`config.mk`:
```
export PLATFORM = sky130hd
export DESIGN_NAME = seg_display_ctrl
export DESIGN_NICKNAME = d
export VERILOG_FILES = /design/src/rtl/seg_display_ctrl.sv
export SDC_FILE = /design/constraint.sdc
export NUM_CORES = 1
export LEC_CHECK = 0
export CORE_MARGIN = 2
export CORE_UTILIZATION = 56
export DETAILED_ROUTE_END_ITERATION = 6
export GPL_TIMING_DRIVEN = 0
export PLACE_DENSITY_LB_ADDON = 0.08
export SKIP_CTS_REPAIR_TIMING = 1
export SLEW_MARGIN = 20
export SYNTH_ARGS = -nofsm -noshare
export SYNTH_HDL_FRONTEND = slang
export SYNTH_SLANG_ARGS = --single-unit
```
`constraint.sdc`:
```
create_clock -name clk -period 4.2 [get_ports clk]
set_input_delay 0.63 -clock clk [delete_from_list [all_inputs] [get_ports clk]]
set_output_delay 0.63 -clock clk [all_outputs]
set_load 0.005 [all_outputs]
```
`src/rtl/seg_display_ctrl.sv`:
```
// Four-digit 7-segment display controller that shows source A by default and
// source B for a hold window after each show_b pulse, using an iterative binary-to-BCD engine.
module seg_display_ctrl #(
    parameter int REFRESH_DIV = 50000,
    parameter int HOLD_CYCLES = 100000000,
    parameter int BLANK_LZ    = 1
) (
    input  logic        clk,
    input  logic        rst,
    input  logic [15:0] value_a,
    input  logic [15:0] value_b,
    input  logic        show_b,
    output logic [6:0]  seg,
    output logic [3:0]  an,
    output logic        src_sel,
    output logic        digits_valid
);

    localparam int PW = (REFRESH_DIV > 1) ? $clog2(REFRESH_DIV) : 1;
    localparam int HW = (HOLD_CYCLES > 1) ? $clog2(HOLD_CYCLES) : 1;
    localparam logic [PW-1:0] PRESC_MAX = PW'(REFRESH_DIV - 1);
    localparam logic [HW-1:0] HOLD_MAX  = HW'(HOLD_CYCLES - 1);

    typedef enum logic {SHOW_A, SHOW_B} src_state_t;
    typedef enum logic [1:0] {LOAD, SHIFT, COMMIT} conv_state_t;

    logic [PW-1:0] presc;
    logic          tick;
    logic [1:0]    digit_sel;

    src_state_t    src_state;
    logic [HW-1:0] hold_cnt;

    conv_state_t   conv_state;
    logic [31:0]   sr;          // {bcd[15:0], bin[15:0]} double-dabble shift register
    logic [15:0]   bcd_adj;
    logic [3:0]    sh_cnt;
    logic [15:0]   sel_val;
    logic [15:0]   digits;      // committed BCD, ones in [3:0]

    logic [3:0]    lz;
    logic [3:0]    cur_digit;
    logic          blank_cur;

    assign tick = (presc == PRESC_MAX);

    always_ff @(posedge clk or posedge rst) begin
        if (rst) begin
            presc     <= '0;
            digit_sel <= 2'd0;
        end else if (tick) begin
            presc     <= '0;
            digit_sel <= digit_sel + 2'd1;
        end else begin
            presc     <= presc + 1'b1;
        end
    end

    // Source arbitration: a show_b pulse always wins over expiry, so a pulse
    // landing on the final hold cycle keeps B on screen for a fresh window.
    always_ff @(posedge clk or posedge rst) begin
        if (rst) begin
            src_state <= SHOW_A;
            hold_cnt  <= '0;
            src_sel   <= 1'b0;
        end else begin
            case (src_state)
                SHOW_A: begin
                    if (show_b) begin
                        src_state <= SHOW_B;
                        hold_cnt  <= HOLD_MAX;
                        src_sel   <= 1'b1;
                    end
                end
                SHOW_B: begin
                    if (show_b) begin
                        hold_cnt <= HOLD_MAX;
                    end else if (hold_cnt == '0) begin
                        src_state <= SHOW_A;
                        src_sel   <= 1'b0;
                    end else begin
                        hold_cnt <= hold_cnt - 1'b1;
                    end
                end
                default: begin
                    src_state <= SHOW_A;
                    src_sel   <= 1'b0;
                end
            endcase
        end
    end

    assign sel_val = src_sel ? value_b : value_a;

    always_comb begin
        bcd_adj = sr[31:16];
        for (int i = 0; i < 4; i++) begin
            if (sr[16 + 4*i +: 4] >= 4'd5)
                bcd_adj[4*i +: 4] = sr[16 + 4*i +: 4] + 4'd3;
        end
    end

    always_ff @(posedge clk or posedge rst) begin
        if (rst) begin
            conv_state   <= LOAD;
            sr           <= '0;
            sh_cnt       <= 4'd0;
            digits       <= '0;
            digits_valid <= 1'b0;
        end else begin
            case (conv_state)
                LOAD: begin
                    sr[31:16]  <= '0;
                    sr[15:0]   <= (sel_val > 16'd9999) ? 16'd9999 : sel_val;
                    sh_cnt     <= 4'd0;
                    conv_state <= SHIFT;
                end
                SHIFT: begin
                    sr     <= {bcd_adj, sr[15:0]} << 1;
                    sh_cnt <= sh_cnt + 4'd1;
                    if (sh_cnt == 4'd15)
                        conv_state <= COMMIT;
                end
                COMMIT: begin
                    digits       <= sr[31:16];
                    digits_valid <= 1'b1;
                    conv_state   <= LOAD;
                end
                default: conv_state <= LOAD;
            endcase
        end
    end

    // Leading-zero mask: a digit is blankable when it and every higher digit are zero.
    always_comb begin
        lz[3] = (digits[15:12] == 4'd0);
        lz[2] = lz[3] && (digits[11:8] == 4'd0);
        lz[1] = lz[2] && (digits[7:4] == 4'd0);
        lz[0] = 1'b0;
        cur_digit = digits[4*digit_sel +: 4];
        blank_cur = (BLANK_LZ != 0) && lz[digit_sel];
    end

    function automatic logic [6:0] decode(input logic [3:0] d);
        case (d)
            4'd0:    decode = 7'b1000000;
            4'd1:    decode = 7'b1111001;
            4'd2:    decode = 7'b0100100;
            4'd3:    decode = 7'b0110000;
            4'd4:    decode = 7'b0011001;
            4'd5:    decode = 7'b0010010;
            4'd6:    decode = 7'b0000010;
            4'd7:    decode = 7'b1111000;
            4'd8:    decode = 7'b0000000;
            4'd9:    decode = 7'b0010000;
            default: decode = 7'b1111111;
        endcase
    endfunction

    always_ff @(posedge clk or posedge rst) begin
        if (rst) begin
            an  <= 4'b1111;
            seg <= 7'b1111111;
        end else if (!digits_valid) begin
            an  <= 4'b1111;
            seg <= 7'b1111111;
        end else begin
            an  <= ~(4'b0001 << digit_sel);
            seg <= blank_cur ? 7'b1111111 : decode(cur_digit);
        end
    end

endmodule
```
==> metrics.md <==
| Metric | Value |
|---|---|
| Status | `complete, no violations` |
| CTS Sinks | `113` |
| Post-placement cell area | `0.00634 mm^2` |
| Syn. warnings | `0` |
| Critical Path Source Type | `flip-flop` |
| Register Area | `0.00284 mm^2` |
| # rows | `36` |
| Final wirelength | `11.9 mm` |
| Clock latency on the worst-skew pair | `500 ps` |
| Synth Net Count | `approximately 600` |
| Max frequency | `361 MHz` |
| Syn Inst Count | `556` |
| Crit path DAT | `3140 ps` |
| Highest routed metal layer | `met4` |
| H-Tree Depth | `4` |
| Die area | `0.0109 mm^2` |
| Initial DRC Count | `246` |
| Utilization after layout | `70.6%` |
| Clock root cell | `clkbuf_8` |
| Post-synthesis simple-gate area fraction | `between 15 and 20%` |
| CP max stage cell | `o31ai_1` |
| Die extent in x | `105 um` |
| Final hold slack | `475 ps` |
| Critical Path Max Stage Delay | `about 480 ps` |
| CP required | `about 4600 ps` |
| Element type at the critical path end | `flip-flop` |
| Critical Setup Path Class | `reg2reg` |
| M1 WL | `around 5.4 mm` |
| Most used flip-flop cell after synthesis | `dfrtp_1` |
| Vias per std cell | `5.83` |
| Deepest clock path buffer count | `2` |
| Leak | `0.00291 uW` |
| Vias in the first global route | `4427` |
| Worst-path clk slew | `60 ps` |
| Maxcap violations | `0` |
| Power Total | `3280 uW` |
| Number of CTS-inserted buffers | `17` |
| Most used cell, CP | `buf_2` |
| Remaining Overflow, GRT | `0` |
| Synthesized area per cell | `10.2 um^2` |
| Pin count of the biggest net entering global routing | `84` |
| Initial Utilization | `57.7%` |
| Worst-path cell chain | `inv_1 -> ha_1 -> nand2b_1 -> clkbuf_1 -> or3_1 -> o31ai_1 -> buf_2 -> buf_2 -> xnor2_1 -> nand2_1` |
| Register bit count reported by yosys | `around 110` |
| Initial antenna violation count | `0` |
| Mux contribution to synthesized area | `under 10%` |
| Clk_skew | `5.99 ps` |
| Post-synthesis adder-cell area fraction | `4.42%` |
| Pwr/cell area | `473 mW/mm^2` |
| 1st-pass router iterations | `4` |
| Final Setup Violations | `0` |
| ANT cells | `0` |
| Most common cell after layout, fill and taps aside | `dfrtp_1` |
| Total track usage | `23.0%` |
| Final Cycle Share | `66.0%` |
| Synth cell types | `52` |
| Total number of vias | `4484` |
| DR WL/cell | `15.5 um` |
| Hold Vio Cnt, Final | `0` |
| Post-DP HPWL | `between 8 and 9 mm` |
| Core region area | `0.00982 mm^2` |
| Design Area, Final | `0.00693 mm^2` |
| Seq/Total Area, Yosys | `50.1%` |
| Ports | `48` |
| TritonCTS clock tree | `yes` |
| Slew Viols, Final | `0` |
| Worst min path class | `in2async` |
| Mapped cell area | `0.00567 mm^2` |
| Worst relative slew slack | `a little under three fifths` |
| Metal2 WL | `5.90 mm` |
| Peak supply drop | `0.345 mV` |
| First-pass GRT wire length | `20.4 mm` |
| Tightest Pin Transition | `653 ps` |
| Most frequent cells in the layout | `dfrtp_1 (102), nand2_1 (54), clkdlybuf4s50_1 (47), o21ai_0 (40)` |
| GPL Wtd Cong | `around 0.84` |
| Synth async-reset ratio | `100%` |
| Unrepaired setup endpoints after global routing | `false` |
| Layout Nets | `678` |
| Post-Synth XOR/XNOR Area | `between 4 and 5%` |
| Antenna-violating nets left | `0` |
| Layout cell share with drive strength beyond 1 | `10.4%` |
| Synth Area in Compound Gates | `between 10% and 20%` |
| Number of flops mapped to enable cells by yosys | `0` |
| Die height | `105 um` |
| Routed wl met3 | `466 um` |
| Combinational family with the most area after synthesis | `simple AND/OR/NAND/NOR gates` |
| Area Growth Syn to Fin | `22.3%` |
| Post-route DRC | `0` |
| Placed insts | `737` |
| Tmin final | `2770 ps` |
| Final non-filler cell total | `769` |
| Max Fanout on Critical Path | `10` |
| # fillers | `around 760` |
| Multi-input logic area | `about 0.0027 mm^2` |
| IO buf count | `47` |
-- cell families after synthesis --
group           after synthesis
compound gates              121
simple gates                194
fa+ha+maj                    20
flops                       113
buf+inv                      45
xor+xnor                     29
mux                          34
-- power by group --
part | internal [uW] | switching, uW
clock network | 917 | 488
logic | 264 | 269
registers | 1240 | 103
-- path summary, 6_finish.rpt --
path                             start     endpoint  slack (ps)  cells after the start
min in group clk             presc[13]    presc[13]         500                      1
setup reg to reg           hold_cnt[0]  hold_cnt[0]        1430                     10
hold reg to reg              presc[13]    presc[13]         500                      1
hold / removal                     rst     presc[5]         470                      2
setup / recovery           hold_cnt[0]  hold_cnt[0]        1430                     10
max in group asynchronous          rst       seg[6]        3010                      3
-- area by class of cell --
class	count	area share (%)
plain buffers	24	1.35
clock inverters	13	2.35
inverters	21	1.21
well taps	133	2.40
multi-input cells	398	38.3
repair buffers	48	7.18
clock buffers	19	6.23
flip-flops and latches	113	41.0
-- sequential cells by signal (all words and copies together), names as in the netlist --
| name | cells |
|---|---|
| digits | 16 |
| digit_sel | 2 |
| digits_valid | 1 |
| sr | 32 |
| hold_cnt | 27 |
| an | 4 |
| conv_state | 2 |
| src_state | 1 |
| seg | 7 |
| src_sel | 1 |
| presc | 16 |
| sh_cnt | 4 |
-- per-stage QoR --
stage                     setup slack, ps  setup TNS, ps
after floorplan                       601              0
after global placement               -870         -87830
after detailed placement             1480              0
after CTS                            1450              0
after global routing                 1220              0
final                                1430              0
-- critical path, delay by kind of cell, from the launching register on --
kind            cells  cell delay [ps]
simple gates        3              550
compound gates      1              480
buf+inv             4              880
flops               1              390
xor+xnor            1              150
fa+ha+maj           1              190
-- cells in the mapped netlist, types with 4 or more instances --
library cell	number	share of area, %
mux4_2	4	1.6
o31ai_1	13	1.7
nor2_1	29	1.9
or3_1	14	1.5
inv_1	19	1.3
nor4_1	10	1.1
o21ai_0	40	3.5
xor2_1	11	1.7
mux2_2	11	2.2
nor3b_1	6	0.79
dfstp_2	11	5.1
nand2_1	54	3.6
or4_1	10	1.3
o22ai_1	12	1.3
nand4_1	6	0.66
dfrtp_1	102	45
nand3_1	25	2.2
nor3_1	12	1.1
ha_1	20	4.4
a21oi_1	29	2.6
nand2b_1	7	0.77
nor2b_1	4	0.44
mux2i_1	19	3.4
clkbuf_1	19	1.3
a22oi_1	7	0.93
and3_1	5	0.55
xnor2_1	18	2.8
a22o_1	5	0.77
-- layer usage --
layer | track usage (%) | vias to the layer above
met4 | 8.19 | 0
li1 | - | 2160
met5 | 0 | -
met3 | 4.62 | 19
met2 | 39.3 | 108
met1 | 29.2 | 2197
(Power assumes the default switching activity.)
